--- src/rtl/alu_pipe_pkg.sv ---
// Shared types, defaults and the ALU function for alu_pipe.
// alu_compute works on MAX_W-wide values masked down to the caller's width w.
package alu_pipe_pkg;

  localparam int unsigned DATA_WIDTH_DEF = 8;
  localparam int unsigned PIPE_DEPTH_DEF = 2;
  localparam int unsigned FIFO_DEPTH_DEF = 4;
  localparam int unsigned MAX_W          = 32;
  localparam int unsigned SUM_W          = MAX_W + 1;

  typedef enum logic [3:0] {
    OP_ADD  = 4'd0,  OP_SUB  = 4'd1,  OP_MUL  = 4'd2,  OP_SHR  = 4'd3,
    OP_SHL  = 4'd4,  OP_ROR  = 4'd5,  OP_ROL  = 4'd6,  OP_NOT  = 4'd7,
    OP_AND  = 4'd8,  OP_OR   = 4'd9,  OP_XOR  = 4'd10, OP_NAND = 4'd11,
    OP_NOR  = 4'd12, OP_XNOR = 4'd13, OP_INC  = 4'd14, OP_DEC  = 4'd15
  } op_t;

  typedef enum logic [1:0] {
    MOVI_REG_B = 2'd0, MOVI_MEM = 2'd1, MOVI_IMM = 2'd2, MOVI_RSV = 2'd3
  } movi_t;

  typedef struct packed {
    logic [MAX_W-1:0] data;
    logic             carry;
  } result_t;

  function automatic result_t alu_compute(op_t op, logic [MAX_W-1:0] a_in,
                                          logic [MAX_W-1:0] b_in, int unsigned w);
    logic [MAX_W-1:0]   msk;
    logic [MAX_W-1:0]   a;
    logic [MAX_W-1:0]   b;
    logic [SUM_W-1:0]   sum;
    logic [2*MAX_W-1:0] prod;
    result_t            r;
    msk  = MAX_W'((64'(1) << w) - 64'(1));
    a    = a_in & msk;
    b    = b_in & msk;
    sum  = '0;
    prod = '0;
    r    = '0;
    // Carry/borrow is bit w of the widened sum; operands are pre-masked to w bits.
    case (op)
      OP_ADD:  begin sum = {1'b0, a} + {1'b0, b}; r.data = sum[MAX_W-1:0]; r.carry = 1'(sum >> w); end
      OP_SUB:  begin sum = {1'b0, a} - {1'b0, b}; r.data = sum[MAX_W-1:0]; r.carry = 1'(sum >> w); end
      OP_MUL:  begin
        prod    = {{MAX_W{1'b0}}, a} * {{MAX_W{1'b0}}, b};
        r.data  = prod[MAX_W-1:0];
        r.carry = |(prod >> w);
      end
      OP_SHR:  begin r.data = a >> 1; r.carry = a[0]; end
      OP_SHL:  begin r.data = a << 1; r.carry = 1'(a >> (w - 1)); end
      OP_ROR:  r.data = (a >> 1) | (MAX_W'(a[0]) << (w - 1));
      OP_ROL:  r.data = (a << 1) | MAX_W'(1'(a >> (w - 1)));
      OP_NOT:  r.data = ~a;
      OP_AND:  r.data = a & b;
      OP_OR:   r.data = a | b;
      OP_XOR:  r.data = a ^ b;
      OP_NAND: r.data = ~(a & b);
      OP_NOR:  r.data = ~(a | b);
      OP_XNOR: r.data = ~(a ^ b);
      OP_INC:  begin sum = {1'b0, a} + SUM_W'(1); r.data = sum[MAX_W-1:0]; r.carry = 1'(sum >> w); end
      OP_DEC:  begin sum = {1'b0, a} - SUM_W'(1); r.data = sum[MAX_W-1:0]; r.carry = 1'(sum >> w); end
    endcase
    r.data = r.data & msk;
    return r;
  endfunction

endpackage

--- src/rtl/alu_pipe_if.sv ---
// Request/response bus of alu_pipe: issue handshake in, buffered result out.
interface alu_pipe_if #(
  parameter int unsigned DATA_WIDTH = 8
);
  logic                  ACT;
  logic                  ALU_RDY;
  logic [3:0]            OP;
  logic [1:0]            MOVI;
  logic [DATA_WIDTH-1:0] REG_A;
  logic [DATA_WIDTH-1:0] REG_B;
  logic [DATA_WIDTH-1:0] MEM;
  logic [DATA_WIDTH-1:0] IMM;
  logic                  OUT_RDY;
  logic [DATA_WIDTH-1:0] EX_ALU;
  logic                  EX_ALU_C;
  logic                  EX_ALU_VLD;

  modport slave (
    input  ACT, OP, MOVI, REG_A, REG_B, MEM, IMM, OUT_RDY,
    output ALU_RDY, EX_ALU, EX_ALU_C, EX_ALU_VLD
  );

  modport master (
    output ACT, OP, MOVI, REG_A, REG_B, MEM, IMM, OUT_RDY,
    input  ALU_RDY, EX_ALU, EX_ALU_C, EX_ALU_VLD
  );
endinterface

--- src/rtl/alu_pipe_fifo.sv ---
// Show-ahead FIFO with wrapping pointers and a separate occupancy count.
// Head data reads as zero while empty.
module alu_pipe_fifo #(
  parameter int unsigned WIDTH = 9,
  parameter int unsigned DEPTH = 4
) (
  input  logic                       clk,
  input  logic                       rst_n,
  input  logic                       push_i,
  input  logic [WIDTH-1:0]           wdata_i,
  input  logic                       pop_i,
  output logic [WIDTH-1:0]           rdata_o,
  output logic                       full_o,
  output logic                       empty_o,
  output logic [$clog2(DEPTH+1)-1:0] count_o
);
  localparam int unsigned AW = $clog2(DEPTH);
  localparam int unsigned CW = $clog2(DEPTH + 1);

  logic [WIDTH-1:0] mem_q [DEPTH];
  logic [AW-1:0]    wptr_q, rptr_q;
  logic [CW-1:0]    count_q;
  logic             do_push, do_pop;

  assign empty_o = (count_q == '0);
  assign full_o  = (count_q == CW'(DEPTH));
  assign count_o = count_q;
  assign rdata_o = empty_o ? '0 : mem_q[rptr_q];
  assign do_pop  = pop_i && !empty_o;
  assign do_push = push_i && (!full_o || do_pop);

  always_ff @(posedge clk) begin
    if (!rst_n) begin
      wptr_q  <= '0;
      rptr_q  <= '0;
      count_q <= '0;
    end else begin
      if (do_push) wptr_q <= wptr_q + AW'(1);
      if (do_pop)  rptr_q <= rptr_q + AW'(1);
      if (do_push && !do_pop)      count_q <= count_q + CW'(1);
      else if (do_pop && !do_push) count_q <= count_q - CW'(1);
    end
  end

  // Storage needs no reset; occupancy alone decides what is valid.
  always_ff @(posedge clk) begin
    if (do_push) mem_q[wptr_q] <= wdata_i;
  end

endmodule

--- src/rtl/alu_pipe.sv ---
// Pipelined ALU: stage 1 samples the request, later stages delay the result,
// and a credit counter throttles ALU_RDY so the output FIFO cannot overflow.
module alu_pipe
  import alu_pipe_pkg::*;
#(
  parameter int unsigned DATA_WIDTH = DATA_WIDTH_DEF,
  parameter int unsigned PIPE_DEPTH = PIPE_DEPTH_DEF,
  parameter int unsigned FIFO_DEPTH = FIFO_DEPTH_DEF
) (
  input  logic       CLK,
  input  logic       RST,
  alu_pipe_if.slave  bus
);
  localparam int unsigned CW = $clog2(FIFO_DEPTH + 1);
  localparam int unsigned EW = DATA_WIDTH + 1;

  logic                  rdy_q, rdy_d;
  logic [CW-1:0]         cnt_q, cnt_d;
  logic                  acc, pop;
  logic                  v1_q;
  op_t                   op_q;
  logic [DATA_WIDTH-1:0] a_q, b_q, b_sel;
  result_t               res;
  logic [EW-1:0]         s1_ent, fifo_wdata, fifo_rdata;
  logic                  fifo_push, fifo_full, fifo_empty;
  logic [CW-1:0]         fifo_count;

  // Handshake, operand select and credit update.
  always_comb begin
    acc   = bus.ACT && rdy_q;
    pop   = bus.OUT_RDY && !fifo_empty;
    cnt_d = cnt_q;
    if (acc && !pop)      cnt_d = cnt_q + CW'(1);
    else if (pop && !acc) cnt_d = cnt_q - CW'(1);
    rdy_d = (cnt_d < CW'(FIFO_DEPTH));
    case (movi_t'(bus.MOVI))
      MOVI_REG_B: b_sel = bus.REG_B;
      MOVI_MEM:   b_sel = bus.MEM;
      default:    b_sel = bus.IMM;
    endcase
  end

  always_ff @(posedge CLK) begin
    if (!RST) begin
      rdy_q <= 1'b0;
      cnt_q <= '0;
      v1_q  <= 1'b0;
      op_q  <= OP_ADD;
      a_q   <= '0;
      b_q   <= '0;
    end else begin
      rdy_q <= rdy_d;
      cnt_q <= cnt_d;
      v1_q  <= acc;
      if (acc) begin
        op_q <= op_t'(bus.OP);
        a_q  <= bus.REG_A;
        b_q  <= b_sel;
      end
      assert (!(fifo_push && fifo_full && !pop));
      assert (fifo_count <= cnt_q);
    end
  end

  assign res    = alu_compute(op_q, MAX_W'(a_q), MAX_W'(b_q), DATA_WIDTH);
  assign s1_ent = {res.carry, DATA_WIDTH'(res.data)};

  // Stages 2..PIPE_DEPTH only delay result and valid.
  if (PIPE_DEPTH == 1) begin : g_direct
    assign fifo_push  = v1_q;
    assign fifo_wdata = s1_ent;
  end else begin : g_delay
    logic [EW-1:0]         dly_q [PIPE_DEPTH-1];
    logic [PIPE_DEPTH-2:0] dv_q;

    always_ff @(posedge CLK) begin
      if (!RST) begin
        dv_q <= '0;
        for (int unsigned i = 0; i < PIPE_DEPTH - 1; i++) dly_q[i] <= '0;
      end else begin
        dv_q[0]  <= v1_q;
        dly_q[0] <= s1_ent;
        for (int unsigned i = 1; i < PIPE_DEPTH - 1; i++) begin
          dv_q[i]  <= dv_q[i-1];
          dly_q[i] <= dly_q[i-1];
        end
      end
    end

    assign fifo_push  = dv_q[PIPE_DEPTH-2];
    assign fifo_wdata = dly_q[PIPE_DEPTH-2];
  end

  alu_pipe_fifo #(
    .WIDTH (EW),
    .DEPTH (FIFO_DEPTH)
  ) u_fifo (
    .clk     (CLK),
    .rst_n   (RST),
    .push_i  (fifo_push),
    .wdata_i (fifo_wdata),
    .pop_i   (pop),
    .rdata_o (fifo_rdata),
    .full_o  (fifo_full),
    .empty_o (fifo_empty),
    .count_o (fifo_count)
  );

  assign bus.ALU_RDY    = rdy_q;
  assign bus.EX_ALU     = fifo_rdata[DATA_WIDTH-1:0];
  assign bus.EX_ALU_C   = fifo_rdata[DATA_WIDTH];
  assign bus.EX_ALU_VLD = !fifo_empty;

endmodule

--- src/flat_wrapper.sv ---
// flat-port wrapper written by rule: the top's interface ports become plain ports
module alu_pipe_flat import alu_pipe_pkg::*;
#(
  parameter int unsigned DATA_WIDTH = DATA_WIDTH_DEF,
  parameter int unsigned PIPE_DEPTH = PIPE_DEPTH_DEF,
  parameter int unsigned FIFO_DEPTH = FIFO_DEPTH_DEF
)
  (CLK, RST, bus_ACT, bus_OP, bus_MOVI, bus_REG_A, bus_REG_B, bus_MEM, bus_IMM, bus_OUT_RDY, bus_ALU_RDY, bus_EX_ALU, bus_EX_ALU_C, bus_EX_ALU_VLD);
  alu_pipe_if #(.DATA_WIDTH(DATA_WIDTH)) bus_i ();
  input  logic CLK;
  input  logic RST;
  input wire logic [$bits(bus_i.ACT)-1:0] bus_ACT;
  input wire logic [$bits(bus_i.OP)-1:0] bus_OP;
  input wire logic [$bits(bus_i.MOVI)-1:0] bus_MOVI;
  input wire logic [$bits(bus_i.REG_A)-1:0] bus_REG_A;
  input wire logic [$bits(bus_i.REG_B)-1:0] bus_REG_B;
  input wire logic [$bits(bus_i.MEM)-1:0] bus_MEM;
  input wire logic [$bits(bus_i.IMM)-1:0] bus_IMM;
  input wire logic [$bits(bus_i.OUT_RDY)-1:0] bus_OUT_RDY;
  output wire logic [$bits(bus_i.ALU_RDY)-1:0] bus_ALU_RDY;
  output wire logic [$bits(bus_i.EX_ALU)-1:0] bus_EX_ALU;
  output wire logic [$bits(bus_i.EX_ALU_C)-1:0] bus_EX_ALU_C;
  output wire logic [$bits(bus_i.EX_ALU_VLD)-1:0] bus_EX_ALU_VLD;
  assign bus_i.ACT = bus_ACT;
  assign bus_i.OP = bus_OP;
  assign bus_i.MOVI = bus_MOVI;
  assign bus_i.REG_A = bus_REG_A;
  assign bus_i.REG_B = bus_REG_B;
  assign bus_i.MEM = bus_MEM;
  assign bus_i.IMM = bus_IMM;
  assign bus_i.OUT_RDY = bus_OUT_RDY;
  assign bus_ALU_RDY = bus_i.ALU_RDY;
  assign bus_EX_ALU = bus_i.EX_ALU;
  assign bus_EX_ALU_C = bus_i.EX_ALU_C;
  assign bus_EX_ALU_VLD = bus_i.EX_ALU_VLD;
  alu_pipe #(.DATA_WIDTH(DATA_WIDTH), .PIPE_DEPTH(PIPE_DEPTH), .FIFO_DEPTH(FIFO_DEPTH)) u_core (.CLK(CLK), .RST(RST), .bus(bus_i));
endmodule
--- config.mk ---
export PLATFORM = sky130hd
export DESIGN_NAME = alu_pipe_flat
export DESIGN_NICKNAME = d
export VERILOG_FILES = /design/src/rtl/alu_pipe_pkg.sv /design/src/rtl/alu_pipe_if.sv /design/src/rtl/alu_pipe_fifo.sv /design/src/rtl/alu_pipe.sv /design/src/flat_wrapper.sv
export SDC_FILE = /design/constraint.sdc
export NUM_CORES = 1
export LEC_CHECK = 0
export CORE_MARGIN = 1
export CORE_UTILIZATION = 45
export CTS_CLUSTER_DIAMETER = 50
export DETAILED_ROUTE_END_ITERATION = 6
export GPL_ROUTABILITY_DRIVEN = 0
export PLACE_DENSITY = 0.6
export SLEW_MARGIN = 10
export SYNTH_ARGS = -nofsm -noshare
export SYNTH_HDL_FRONTEND = slang
export SYNTH_SLANG_ARGS = --single-unit
--- constraint.sdc ---
create_clock -name CLK -period 9.91 [get_ports CLK]
set_input_delay 2.4775 -clock CLK [delete_from_list [all_inputs] [get_ports CLK]]
set_output_delay 2.4775 -clock CLK [all_outputs]
set_load 0.02 [all_outputs]
==> flow_summary.ini, run 1 <==
[status]
outcome = finished clean

[yosys]
netlist_instances = 846
synth-edff-count = 36
syn_nets = 998
yosysWarnings = 0
netlist.area_leader.share = 0.149
syn_avg_cell_area_um2 = 8.59
yosys-top-cells-area = edfxtp_1 15%, ha_1 12%, dfxtp_1 12%
synthArstFlopShare = 0
syn-cell-area_um2 = 7260
ys_seq_area_frac = 0.270
ys.flop_type = dfxtp_1
yosys.area.top_type = edfxtp_1
yosys_register_bits = 80
synth_cell_type_count = 74

[grt]
grt_overflow = 0
grt_pass1_wl_mm = 32.0
grt_pass1_vias = 6122
antenna_found_initial = 0
grt_usage = 0.254
grt_max_degree = 46

[final_layout]
multi_input_area_um2 = 4750
area_delta_synth_final_pct = 12.7
seqCellArea_um2 = 1960
mostFrequentLayoutCells = 110 x nand2_1, 84 x nor2_1, 79 x inv_1, 71 x ha_1, 63 x a21oi_1
n_fill_cell = 1499
drive_gt1_frac = 0.0563
final_cells = 1087
fin_util = 0.517
fin_area_um2 = 8190
n_antenna_cell = 0
nets = 1018
final_common_cell = nand2_1

[clock_tree]
clock_latency_ps = 340
holdBufCountCts = 0
cts_tree = yes
path_clk_slew_ps = 70
postCtsSetupBuffers = 0
ctsResizeCount = 0
cts_buffer_depth = 2
cts_buffers = 9
cts_htree_levels = 3
cts_root_buf = clkbuf_16
clock_sink_count = 80

[floorplan]
start_util = 0.459
die_y_um = 129
num_rows = 46
die_area_um2 = 16700
fp.dieW_um = 129
fp.coreArea_um2 = 15800
ios = 53

[worst_setup_path]
worstSetupPathType = reg2reg
crit_path_frequent_cell = inv_1
worstPathArrival_ps = 5360
cp_max_fo = 17
worstRegToRegCells = 17
slowest_stage = dfxtp_1
required_ps = 10150
slowest_delay_ps = 700
start_kind = flop
cp_cell_sequence = ha_1 > inv_1 > fa_1 > inv_1 > ha_1 > inv_1 > fa_1 > fa_1 > inv_1 > ha_1 > o21ai_0 > nor2_1 > a2111o_1 > a221o_1 > nor3_2 > nand4_1 > a31o_1
worstSetupEndpointType = flop

[hold_path]
hold_path_depth = 1
hp-class = reg2reg

[drt]
drc = 0
wl_mm = 19.8
wl_per_cell_um = 18.2
drt_iter0_markers = 654
via_count = 6295
ant_nets = 0
avgViaCountPerCell = 5.79
drt-pass1-iter-count = 5

[sta]
fmaxAchievable_ghz = 0.195
fin_crit_sh = 0.516
fin_worst_skew_ps = 10.2
timing.final.crit_period_ps = 5120
slew_viol_final = 0
final.setup.worst_slack_ps = 4790
slew-limit-headroom = 0.466
tightest_slew_ps = 790
hold_violations = 0
finalSetupViolCount = 0
rsz0062_at_grt = false
finalSetupTns_ps = 0

[power]
ir_drop_v = 0.0000941
leakage_nw = 3.32
pwr_density_cell_nw_per_um2 = 160

[place]
io_buffer_count = 52
place_area_um2 = 7890
dp_hpwl_mm = 14.8
place_ws_ps = 4850
dp.cells = 1071

[flow_run]
maxCapViolations = 0
## where the power goes
part | total, W | switching, W | internal, W
Clock | 0.000337 | 0.000139 | 0.000198
Sequential | 0.000452 | 0.0000601 | 0.000392
Combinational | 0.000523 | 0.000298 | 0.000225
Total | 0.00131 | 0.000497 | 0.000814
## cell families (layout without fill, tap and decap cells)
kind of cell	count (synthesis)	count (layout)	share of synthesized area
AND/OR/NAND/NOR	267	267	0.165
AO/OA/AOI/OAI	199	199	0.178
buffers and inverters	139	164	0.0756
adder cells (fa/ha/maj)	110	110	0.230
flip-flops	80	80	0.270
multiplexers	26	26	0.0515
XOR/XNOR	25	25	0.0301
## final cells by class
class	count	share of cell area
multi-input combinational	627	0.580
sequential	80	0.240
timing repair buffer	58	0.0690
inverter	90	0.0412
tap	216	0.0330
clock buffer	9	0.0275
clock inverter	7	0.00932
## flip-flops by register name (all words and copies together), names as in the netlist, named ones only
register	flops
u_core.u_fifo.mem_q	36
u_core.g_delay.dly_q	9
u_core.a_q	8
u_core.b_q	8
u_core.op_q	4
u_core.cnt_q	3
u_core.u_fifo.count_o	3
u_core.u_fifo.rptr_q	2
u_core.u_fifo.wptr_q	2
u_core.bus.ALU_RDY	1
u_core.fifo_push	1
u_core.v1_q	1
## worst max-delay path: cells and delay by family (launching register included)
family / cells / cell delay [ps]
AO/OA/AOI/OAI: 4 / 1180
adder cells (fa/ha/maj): 6 / 2530
buffers and inverters: 4 / 240
flip-flops: 1 / 700
AND/OR/NAND/NOR: 3 / 350
## metal layers
metal	GRT usage	wire length, um	part of all wire	vias up
li1	-	-	-	2958
met5	0	0	0	-
met3	0.0632	1700	0.086	56
met2	0.393	8750	0.44	285
met1	0.334	8610	0.43	2996
met4	0.120	751	0.038	0
## cell usage after synthesis, drive strengths merged (13+ instances only)
cell    instances
nor2           84
xnor2          14
and2           17
nand2         110
a211oi         13
ha             71
inv            87
edfxtp         36
o21ai          42
a21oi          64
fa             39
mux2i          16
dfxtp          44
clkbuf         26
buf            23
## metrics by stage
step / power, W / hold slack, ps
3_5_place_dp: 0.000977 / 423
6_report: 0.00131 / 450
2_1_floorplan: 0.000802 / 412
3_3_place_gp: 0.000962 / 416
4_1_cts: 0.00132 / 444
5_1_grt: 0.00139 / 473
## worst paths after layout
kind | startpoint | slack (ps) | to
hold / removal | u_core.v1_q | 450 | u_core.fifo_push
setup reg to reg | u_core.a_q[3] | 4790 | u_core.g_delay.dly_q[0][8]
hold reg to reg | u_core.v1_q | 450 | u_core.fifo_push
setup / recovery | u_core.a_q[3] | 4790 | u_core.g_delay.dly_q[0][8]
(Power assumes the default switching activity.)
==> run 2, diff against run 1 <==
Settings changed: PLACE_DENSITY 0.6 to 0.62.
Clock period 9.91 ns to 4.2 ns, I/O delays scaled along.
==> run 2 against run 1 <==
Compared with the run above:
- first-iteration DRC count shrank 7.0%
- final cell count grew 5.3%
- non-clock buffer count rose by 58
- hold slack got worse by 18 ps
==> flow_summary.ini, run 2 (synthesized netlist as in run 1, its figures left out) <==
[status]
outcome = finished clean

[worst_setup_path]
required_ps = 4440
critPathTopFamily = adder cells
worstPathArrival_ps = 4430
crit_path_frequent_cell = fa_1
path_depth = 13
cp_max_fo = 6
start_kind = flop
rr_startpoint = u_core.a_q[3]
slowest_delay_ps = 540
worstSetupEndpointType = flop
worstRegToRegCells = 13
crit_buf_inv = 2
worstSetupPathType = reg2reg
slowest_stage = fa_1
startpoint = u_core.a_q[3]
cp_cell_sequence = buf_4 > nand2_1 > fa_1 > fa_1 > fa_1 > fa_1 > inv_2 > ha_4 > a2111o_1 > a221o_1 > nor3_2 > nand4_1 > a31o_1

[flow_run]
maxCapViolations = 0

[sta]
fin_worst_skew_ps = 10.0
fin_crit_sh = 0.997
rsz0062_at_grt = true
tightest_slew_ps = 863
final.setup.worst_slack_ps = 13.4
finalSetupViolCount = 0
fmaxAchievable_ghz = 0.239
hold_violations = 0
slew_viol_final = 0
timing.final.crit_period_ps = 4190
slew-limit-headroom = 0.410
hold_ws_ps = 432
finalSetupTns_ps = 0

[drt]
drc = 0
ant_nets = 0
wl_met3_mm = 1.73
m1WireLength_mm = 8.65
drt_iter0_markers = 608
avgViaCountPerCell = 5.70
wl_per_cell_um = 18.0
via_count = 6527
top_layer_used = met4
drt-pass1-iter-count = 5
wl_mm = 20.6
route.met2.wl_mm = 9.54

[hold_path]
worst_hold_startpoint = u_core.v1_q
hp-class = reg2reg
hold_path_depth = 1

[grt]
grt_max_degree = 45
grt_overflow = 0
grt_usage = 0.258
antenna_found_initial = 0
grt_pass1_vias = 6341
grt_pass1_wl_mm = 32.7

[power]
leakage_nw = 3.61
ir_drop_v = 0.000242
pwr_density_cell_nw_per_um2 = 368
p_total_w = 0.00326

[clock_tree]
cts_buffers = 9
cts_buffer_depth = 2
path_clk_slew_ps = 60
cts_htree_levels = 3
cts_tree = yes
cts_root_buf = clkbuf_16
clock_latency_ps = 340
clock_sink_count = 80
holdBufCountCts = 0

[final_layout]
top_regs = u_core.u_fifo.mem_q x36, u_core.g_delay.dly_q x9
drive_gt1_frac = 0.164
multi_input_area_um2 = 4910
regMostFlops = u_core.u_fifo.mem_q
seqCellArea_um2 = 2000
n_fill_cell = 1439
nets = 1076
final_common_cell = nand2_1
largest_reg_flops = 36
n_antenna_cell = 0
area_delta_synth_final_pct = 21.9
mostFrequentLayoutCells = 107 x nand2_1, 83 x nor2_1, 71 x inv_1, 63 x ha_1

[floorplan]
start_util = 0.459
ios = 53
fp.coreArea_um2 = 15800
fp.dieW_um = 129
die_y_um = 129
num_rows = 46
die_area_um2 = 16700

[place]
io_buffer_count = 52
place_ws_ps = -95.4
dp_hpwl_mm = 16.0
==> run 2: report_power, final <==
part / total, W / switching (W) / internal, W / leakage [nW]
Clock: 0.000850 / 0.000325 / 0.000525 / 0.153
Combinational: 0.00136 / 0.000764 / 0.000598 / 2.75
Sequential: 0.00105 / 0.000118 / 0.000928 / 0.700
Total: 0.00326 / 0.00121 / 0.00205 / 3.61
==> run 2: per-layer routing <==
metal	GRT usage	vias up
li1	-	3069
met1	0.331	3140
met2	0.423	275
met3	0.0615	43
met4	0.0962	0
met5	0	-
==> run 2: worst reg2reg max path, stage by stage, from the launching register on <==
cell	delay, ps
dfxtp_4	400
buf_4	140
nand2_1	70
fa_1	490
fa_1	540
fa_1	510
fa_1	510
inv_2	50
ha_4	240
a2111o_1	410
a221o_1	310
nor3_2	120
nand4_1	100
a31o_1	220
==> run 2: timing repair <==
action,CTS,global route
setup buffers,2,2
gates resized for setup,14,32
endpoints found under the hold margin,0,0
endpoints found under the setup margin,1,3
pin swaps,5,15
==> run 2: worst paths after layout <==
check                                                   to  slack, ps
worst max register to register  u_core.g_delay.dly_q[0][8]         10
worst min-delay path                      u_core.fifo_push        430
worst min register to register            u_core.fifo_push        430
worst max-delay path            u_core.g_delay.dly_q[0][8]         10
==> run 2: cell type report <==
class,count,area share
Multi-Input combinational cell,627,0.555
Timing Repair Buffer,116,0.114
Clock inverter,6,0.0106
Tap cell,216,0.0305
Sequential cell,80,0.226
Clock buffer,10,0.0259
Inverter,90,0.0387
==> run 2: metrics by stage <==
step | util | cell area (um2) | instances
detailed placement | 0.529 | 8370 | 1125
floorplan | - | 7380 | 846
global route | 0.560 | 8860 | 1145
CTS | 0.552 | 8740 | 1143
finish | 0.560 | 8860 | 1145
global placement | 0.529 | 8370 | 1125
